[config.mk]
export PLATFORM = sky130hd
export DESIGN_NAME = trap_unit
export DESIGN_NICKNAME = d
export VERILOG_FILES = /design/src/rtl/common_types_pkg.sv /design/src/rtl/trap_irq_pending.sv /design/src/rtl/trap_unit.sv
export SDC_FILE = /design/constraint.sdc
export NUM_CORES = 1
export LEC_CHECK = 0
export CORE_UTILIZATION = 40
export CTS_CLUSTER_SIZE = 25
export DETAILED_ROUTE_END_ITERATION = 8
export PLACE_DENSITY = 0.77
export SETUP_SLACK_MARGIN = 0.4
export SLEW_MARGIN = 20
export SYNTH_ARGS = -nofsm -noshare
export SYNTH_HDL_FRONTEND = slang
export SYNTH_SLANG_ARGS = --single-unit
[constraint.sdc]
create_clock -name clk -period 4.5 [get_ports clk]
set_input_delay 0.9 -clock clk [delete_from_list [all_inputs] [get_ports clk]]
set_output_delay 0.9 -clock clk [all_outputs]
set_load 0.005 [all_outputs]
[src/rtl/common_types_pkg.sv]
// Shared types for the trap path.
//   exc_cause_t    : synchronous exception cause codes (mcause[4:0])
//   IRQ_CAUSE_BASE : cause offset of external interrupt line 0
//   trap_state_t   : trap sequencer states
//   trap_target()  : mtvec base/vectored target computation
package common_types_pkg;

  typedef enum logic [4:0] {
    EXC_INST_MISALIGNED  = 5'd0,
    EXC_ILLEGAL          = 5'd2,
    EXC_BREAK            = 5'd3,
    EXC_LOAD_MISALIGNED  = 5'd4,
    EXC_STORE_MISALIGNED = 5'd6,
    EXC_ECALL_M          = 5'd11
  } exc_cause_t;

  localparam int unsigned IRQ_CAUSE_BASE = 16;

  typedef enum logic [1:0] {
    TS_IDLE,
    TS_DRAIN,
    TS_TRAP,
    TS_RET
  } trap_state_t;

  // Vectored only for interrupts with mode 01; modes 10/11 fall back to direct.
  function automatic logic [31:0] trap_target(input logic [31:0] tvec,
                                              input logic [4:0]  code,
                                              input logic        is_irq,
                                              input bit          vec_en);
    logic [31:0] base;
    base = {tvec[31:2], 2'b00};
    if (vec_en && is_irq && (tvec[1:0] == 2'b01))
      return base + {25'd0, code, 2'b00};
    return base;
  endfunction

endpackage

[src/rtl/trap_irq_pending.sv]
// Per-line interrupt pending latch (level or rising-edge) and lowest-index
// priority encoder over the enabled pending lines.
//   i_irq_in   : raw interrupt lines
//   i_irq_en   : per-line enables
//   i_clr      : clear request for line i_clr_idx (edge mode only)
//   o_pending  : registered pending vector
//   o_valid    : some enabled line pending
//   o_idx      : lowest enabled pending line
module trap_irq_pending
  import common_types_pkg::*;
#(
  parameter int unsigned NUM_IRQ  = 4,
  parameter bit          IRQ_EDGE = 1'b0
) (
  input  logic               clk,
  input  logic               rst,
  input  logic [NUM_IRQ-1:0] i_irq_in,
  input  logic [NUM_IRQ-1:0] i_irq_en,
  input  logic               i_clr,
  input  logic [3:0]         i_clr_idx,
  output logic [NUM_IRQ-1:0] o_pending,
  output logic               o_valid,
  output logic [3:0]         o_idx
);

  logic [NUM_IRQ-1:0] r_pending;
  logic [NUM_IRQ-1:0] r_irq_q;
  logic [NUM_IRQ-1:0] w_clr_mask;
  logic [NUM_IRQ-1:0] w_masked;

  always_comb begin
    w_clr_mask = '0;
    for (int unsigned i = 0; i < NUM_IRQ; i++)
      if (i_clr && (i_clr_idx == 4'(i))) w_clr_mask[i] = 1'b1;
  end

  assign w_masked = r_pending & i_irq_en;

  // Scan from the top down so the lowest index is the last assignment.
  always_comb begin
    o_valid = 1'b0;
    o_idx   = '0;
    for (int unsigned k = 0; k < NUM_IRQ; k++) begin
      if (w_masked[NUM_IRQ-1-k]) begin
        o_valid = 1'b1;
        o_idx   = 4'(NUM_IRQ-1-k);
      end
    end
  end

  // Edge mode: a new rising edge on a line being cleared keeps it pending.
  always_ff @(posedge clk) begin
    if (rst) begin
      r_pending <= '0;
      r_irq_q   <= '0;
    end else begin
      r_irq_q <= i_irq_in;
      if (IRQ_EDGE)
        r_pending <= (r_pending & ~w_clr_mask) | (i_irq_in & ~r_irq_q);
      else
        r_pending <= i_irq_in;
    end
  end

  assign o_pending = r_pending;

endmodule

[src/rtl/trap_unit.sv]
// Trap sequencer at the E/M boundary: arbitrates synchronous exceptions and
// external interrupts, drains the memory port, then issues a one-cycle trap
// pulse with pc/cause/target and flushes; also sequences mret redirects.
//   inputs : e2mif_pc/valid, six exception flags, mret, irq_in/irq_en,
//            interrupt_en, mtvec, mepc, mem_busy
//   outputs: exception/interrupt pulse with pc/cause/target, mret_taken/target,
//            stall_req, four pipeline flushes, irq_pending (for mip)
module trap_unit
  import common_types_pkg::*;
#(
  parameter int unsigned NUM_IRQ     = 4,
  parameter bit          IRQ_EDGE    = 1'b0,
  parameter bit          VECTORED_EN = 1'b1
) (
  input  logic               clk,
  input  logic               rst,
  input  logic [31:0]        e2mif_pc,
  input  logic               e2mif_valid,
  input  logic               inst_misaligned,
  input  logic               illegal_inst,
  input  logic               ebreak,
  input  logic               ecall,
  input  logic               store_misaligned,
  input  logic               load_misaligned,
  input  logic               mret,
  input  logic [NUM_IRQ-1:0] irq_in,
  input  logic [NUM_IRQ-1:0] irq_en,
  input  logic               interrupt_en,
  input  logic [31:0]        mtvec,
  input  logic [31:0]        mepc,
  input  logic               mem_busy,
  output logic               exception,
  output logic               interrupt,
  output logic [31:0]        exception_pc,
  output logic [31:0]        exception_cause,
  output logic [31:0]        exception_target,
  output logic               mret_taken,
  output logic [31:0]        mret_target,
  output logic               stall_req,
  output logic               f2dif_flush,
  output logic               d2eif_flush,
  output logic               e2mif_flush,
  output logic               m2wif_flush,
  output logic [NUM_IRQ-1:0] irq_pending
);

  trap_state_t r_state;
  logic [31:0] r_pc;
  logic [31:0] r_cause;
  logic        r_intr;
  logic [3:0]  r_idx;

  logic        w_irq_valid;
  logic [3:0]  w_irq_idx;
  logic        w_exc_any;
  exc_cause_t  w_exc_cause;
  logic        w_irq_cand;
  logic        w_trap_cand;
  logic [31:0] w_cand_cause;
  logic [31:0] w_iss_pc;
  logic [31:0] w_iss_cause;
  logic        w_iss_intr;
  logic [31:0] w_iss_target;

  trap_irq_pending #(
    .NUM_IRQ (NUM_IRQ),
    .IRQ_EDGE(IRQ_EDGE)
  ) u_pending (
    .clk      (clk),
    .rst      (rst),
    .i_irq_in (irq_in),
    .i_irq_en (irq_en),
    .i_clr    ((r_state == TS_TRAP) && r_intr),
    .i_clr_idx(r_idx),
    .o_pending(irq_pending),
    .o_valid  (w_irq_valid),
    .o_idx    (w_irq_idx)
  );

  assign w_exc_any = e2mif_valid & (inst_misaligned | illegal_inst | ebreak |
                                    ecall | store_misaligned | load_misaligned);

  always_comb begin
    w_exc_cause = EXC_INST_MISALIGNED;
    if (inst_misaligned)       w_exc_cause = EXC_INST_MISALIGNED;
    else if (illegal_inst)     w_exc_cause = EXC_ILLEGAL;
    else if (ebreak)           w_exc_cause = EXC_BREAK;
    else if (ecall)            w_exc_cause = EXC_ECALL_M;
    else if (store_misaligned) w_exc_cause = EXC_STORE_MISALIGNED;
    else if (load_misaligned)  w_exc_cause = EXC_LOAD_MISALIGNED;
  end

  assign w_irq_cand   = e2mif_valid & interrupt_en & w_irq_valid;
  assign w_trap_cand  = w_exc_any | w_irq_cand;
  assign w_cand_cause = w_exc_any ? {27'd0, w_exc_cause}
                                  : (32'h8000_0000 | (IRQ_CAUSE_BASE + 32'(w_irq_idx)));

  // A trap issues either straight from IDLE (live candidate) or from DRAIN
  // (held values); the target always uses the current mtvec.
  assign w_iss_pc     = (r_state == TS_DRAIN) ? r_pc    : e2mif_pc;
  assign w_iss_cause  = (r_state == TS_DRAIN) ? r_cause : w_cand_cause;
  assign w_iss_intr   = (r_state == TS_DRAIN) ? r_intr  : ~w_exc_any;
  assign w_iss_target = trap_target(mtvec, w_iss_cause[4:0], w_iss_intr, VECTORED_EN);

  always_ff @(posedge clk) begin
    if (rst) begin
      r_state          <= TS_IDLE;
      r_pc             <= '0;
      r_cause          <= '0;
      r_intr           <= 1'b0;
      r_idx            <= '0;
      exception        <= 1'b0;
      interrupt        <= 1'b0;
      exception_pc     <= '0;
      exception_cause  <= '0;
      exception_target <= '0;
      mret_taken       <= 1'b0;
      mret_target      <= '0;
      stall_req        <= 1'b0;
      f2dif_flush      <= 1'b0;
      d2eif_flush      <= 1'b0;
      e2mif_flush      <= 1'b0;
      m2wif_flush      <= 1'b0;
    end else begin
      exception        <= 1'b0;
      interrupt        <= 1'b0;
      exception_pc     <= '0;
      exception_cause  <= '0;
      exception_target <= '0;
      mret_taken       <= 1'b0;
      mret_target      <= '0;
      stall_req        <= 1'b0;
      f2dif_flush      <= 1'b0;
      d2eif_flush      <= 1'b0;
      e2mif_flush      <= 1'b0;
      m2wif_flush      <= 1'b0;
      case (r_state)
        TS_IDLE: begin
          if (w_trap_cand) begin
            r_pc    <= e2mif_pc;
            r_cause <= w_cand_cause;
            r_intr  <= ~w_exc_any;
            r_idx   <= w_irq_idx;
          end else if (e2mif_valid && mret) begin
            r_state     <= TS_RET;
            mret_taken  <= 1'b1;
            mret_target <= mepc;
            f2dif_flush <= 1'b1;
            d2eif_flush <= 1'b1;
            e2mif_flush <= 1'b1;
          end
        end
        TS_DRAIN: ;
        default: r_state <= TS_IDLE;
      endcase
      if ((r_state == TS_IDLE && w_trap_cand) || r_state == TS_DRAIN) begin
        if (mem_busy) begin
          r_state   <= TS_DRAIN;
          stall_req <= 1'b1;
        end else begin
          r_state          <= TS_TRAP;
          exception        <= 1'b1;
          interrupt        <= w_iss_intr;
          exception_pc     <= w_iss_pc;
          exception_cause  <= w_iss_cause;
          exception_target <= w_iss_target;
          f2dif_flush      <= 1'b1;
          d2eif_flush      <= 1'b1;
          e2mif_flush      <= 1'b1;
          m2wif_flush      <= 1'b1;
        end
      end
    end
  end

endmodule
==> results.md <==
| Item | This run |
|:---|:---|
| Share of synthesized area occupied by flip-flops and latches | 50.9% |
| Final Non-Filler Cells | 1084 |
| Clock latency reported for the late side of the worst-skew pair | 0.43 ns |
| Upper clock frequency limit | 256 MHz |
| Number of placement rows | 43 |
| Final Hold Vio Count | 0 |
| Startpoint of the worst hold path | r_pc[27]$_SDFFE_PP0P_ |
| Max-cap viol count | 0 |
| Tmin final | 3.91 ns |
| Last weighted congestion value of the routability-driven placer | 0.914 |
| Worst hold path type | reg2reg |
| Initial antenna violation count | 0 |
| Core outline area | 13900 um2 |
| Cells after DPL | 1049 |
| Clock tree from TritonCTS | built |
| Worst reg-to-reg setup slack | 1.44 ns |
| Maximum resistive drop on vdd | 0.256 mV |
| Number of pins exceeding their max-slew limit in the final report | 0 |
| Post-Syn Area per Cell | 8.50 um2 |
| Number of search-and-repair iterations in the first detailed-routing pass | 5 |
| Number of clock sinks | 146 |
| Endpoint class of the critical path | flip-flop |
| Source of the worst register-to-register timing path | u_pending.o_pending[1]$_SDFF_PP0_ |
| Multi-input gate area in the final layout | 2530 um2 |
| Ant. Diodes | 0 |
| Critical path type | in2reg |
| Length in cells of the worst reg-to-reg path | 11 |
| GR Util All Layers | 21.0% |
| Per-cell routed wire length | 14.6 um |
| Slew headroom | 41.4% |
| Quantity of I/O buffers inserted on ports | 227 |
| Number of global-route vias before repair | 4754 |
| GRT overflow | 0 |
| Detailed-route DRC error count | 0 |
| Setup repair after global routing missed its margin | no |
| Count of pins on the block boundary | 256 |
| Hold path cells | 2 |
| Post-route fraction of the period consumed by the critical path | 86.9% |
| Biggest fanout along the worst timing path | 11 |
| Reg-to-reg endpoint | exception_target[30]$_SDFF_PP0_ |
| Via-per-instance ratio | 4.94 |
| DRC violation total after the first TritonRoute iteration | 277 |
| Estimated wirelength of the detail-placed design | 10800 um |
| Setup crit start kind | input port |
| Post-synthesis cell count | 675 |
| Initial Util | 41.2% |
| Leak Pwr | 3.35 nW |
| Total wire length | 15800 um |
| Final setup vio count | 0 |
| FILL cells | 1195 |
| CTS HTree Levels | 4 |
| Bufs on Longest Clock Path | 2 |
| Vertical die dimension | 122 um |
| TritonCTS Buffers | 17 |
| CTS root buf | sky130_fd_sc_hd__clkbuf_16 |
| Hold Worst Slack | 0.448 ns |
| Width of the chip | 122 um |
| Seq. cell area | 2920 um2 |
| Result of the run | finished clean |
| Die outline area | 14800 um2 |
| Fin nets | 1013 |
| Count of vias placed by the detailed router | 5352 |
| YS warnings | 0 |
| Fraction of registers with async set/reset | 0% |
| Post-synth EDFFs | 0 |
| Worst Max-Slew Pin Slew | 0.879 ns |
| Fraction of layout instances using a drive strength above 1 | 6.75% |
| Area added between synthesis and finish | 52.0% |
| Data arrival time of the worst path | 4.26 ns |
| Largest net degree at the start of global routing | 71 |
| Distinct cells, synth | 50 |
| Netlist area before placement | 5740 um2 |
| Commonest register cell after synthesis | sky130_fd_sc_hd__dfxtp_1 |
| Clock-pin slew of the registers on the worst-case setup and hold paths | 0.06 ns |
| Antenna violation net count after detailed routing | 0 |
| Global-route wire length before repair | 24200 um |
| Register bit total from synthesis | 146 |
| Clock tree skew after final layout | 0.00761 ns |
| Post-CTS Hold Buffers | 0 |
| Power density over cell area | 364 nW/um2 |
| Critical path data required time | 4.85 ns |
| WHS Endpoint | exception_pc[27]$_SDFF_PP0_ |
==> cell type report <==
class,count,share of cell area [%]
well taps,180,2.58
inverters,15,0.645
repair buffers,239,27.2
flip-flops and latches,146,33.5
clock inverters,13,2.02
multi-input cells,472,29.0
clock buffers,19,5.07
==> report_power, final <==
group	switching, mW	internal (mW)	total, mW
Combinational	0.170	0.185	0.355
Clock	0.573	0.896	1.47
Sequential	0.0192	1.34	1.36
==> repair_timing <==
item	in CTS	in global routing
buffers inserted	2	1
gates resized for setup	0	7
endpoints found under the setup margin	3	12
pin swaps	1	4
==> sequential cells by signal, indices dropped and copies added, names as in the netlist <==
register and flops:
exception_pc 32, mret_target 32, r_pc 32, exception_target 30
exception_cause 5, r_cause 5, u_pending.o_pending 4, r_state 2
e2mif_flush 1, m2wif_flush 1, mret_taken 1, stall_req 1
==> how the worst max path moves through the flow <==
| stage | startpoint | endpoint | slack, ns | cells after the start |
|---|---|---|---|---|
| CTS | illegal_inst | exception_target[30]$_SDFF_PP0_ | 0.47 | 15 |
| finish | inst_misaligned | exception_target[30]$_SDFF_PP0_ | 0.59 | 15 |
| global placement | inst_misaligned | exception_target[30]$_SDFF_PP0_ | 0.07 | 14 |
| floorplan | inst_misaligned | exception_target[30]$_SDFF_PP0_ | 0.75 | 14 |
| detailed placement | illegal_inst | exception_target[30]$_SDFF_PP0_ | -0.1 | 14 |
| global route | inst_misaligned | exception_target[26]$_SDFF_PP0_ | 0.39 | 15 |
==> stage by stage <==
stage	TNS [ns]	power [mW]	instance area, um2	setup slack [ns]	util (%)
floorplan	0	1.54	5840	0.752	-
global placement	0	1.73	8050	0.0728	57.8
detailed placement	-0.276	1.73	8050	-0.0971	57.8
CTS	0	3.20	8690	0.473	62.3
global route	0	3.30	8730	0.387	62.6
finish	0	3.18	8730	0.591	62.6
==> critical path: stages <==
cell	delay, ns
sky130_fd_sc_hd__clkdlybuf4s50_1	0.48
sky130_fd_sc_hd__nor4_4	0.34
sky130_fd_sc_hd__a21oi_2	0.10
sky130_fd_sc_hd__a211oi_2	0.23
sky130_fd_sc_hd__nor2_1	0.12
sky130_fd_sc_hd__a21oi_1	0.16
sky130_fd_sc_hd__ha_2	0.21
sky130_fd_sc_hd__inv_1	0.06
sky130_fd_sc_hd__fa_1	0.39
sky130_fd_sc_hd__nor2b_2	0.17
sky130_fd_sc_hd__o31a_1	0.24
sky130_fd_sc_hd__o211ai_1	0.12
sky130_fd_sc_hd__buf_4	0.18
sky130_fd_sc_hd__or4_1	0.39
sky130_fd_sc_hd__a21oi_1	0.16
==> cell families after synthesis <==
group	count (synthesis)	synth area share [%]
adder cells (fa/ha/maj)	6	1.44
AND/OR/NAND/NOR	282	23.9
flip-flops	146	50.9
other	1	0.0653
buffers and inverters	84	7.74
multiplexers	2	0.349
AO/OA/AOI/OAI	154	15.6
==> cell usage after synthesis (9+ instances only) <==
cell type                  count  share of area (%)
sky130_fd_sc_hd__nand2_1     147                9.6
sky130_fd_sc_hd__dfxtp_1     146                 51
sky130_fd_sc_hd__a21oi_1      96                8.4
sky130_fd_sc_hd__and2_1       34                3.7
sky130_fd_sc_hd__buf_4        33                4.3
sky130_fd_sc_hd__clkbuf_1     32                2.1
sky130_fd_sc_hd__nor2_1       27                1.8
sky130_fd_sc_hd__inv_1        15               0.98
sky130_fd_sc_hd__o21ai_0      14                1.2
sky130_fd_sc_hd__o31ai_1      13                1.7
sky130_fd_sc_hd__or4_1        12                1.6
sky130_fd_sc_hd__or3_1        11                1.2
sky130_fd_sc_hd__nor2b_1       9               0.98
==> layer usage <==
metal | vias up | share of wire (%) | global-route usage, %
met1 | 2470 | 43 | 26.4
met4 | 0 | 1.1 | 8.02
met2 | 190 | 50 | 34.5
li1 | 2677 | - | -
met3 | 15 | 6.8 | 5.38
met5 | - | 0 | 0
==> layout by cell type (no fill, tap or decap), drive strengths merged, types with 6 or more instances in the layout <==
cell / netlist / layout
a211oi: 6 / 6
o21ai: 15 / 15
a21oi: 96 / 96
nand4: 7 / 7
conb: 1 / 28
clkdlybuf4s50: 0 / 226
inv: 15 / 18
and2: 34 / 34
o31ai: 13 / 13
dfxtp: 146 / 146
buf: 37 / 13
nand3: 8 / 8
or4: 13 / 13
nand2: 147 / 147
nor2: 27 / 27
or3: 13 / 13
clkbuf: 32 / 19
nor2b: 9 / 9
Power figures use the tool's default switching activity.
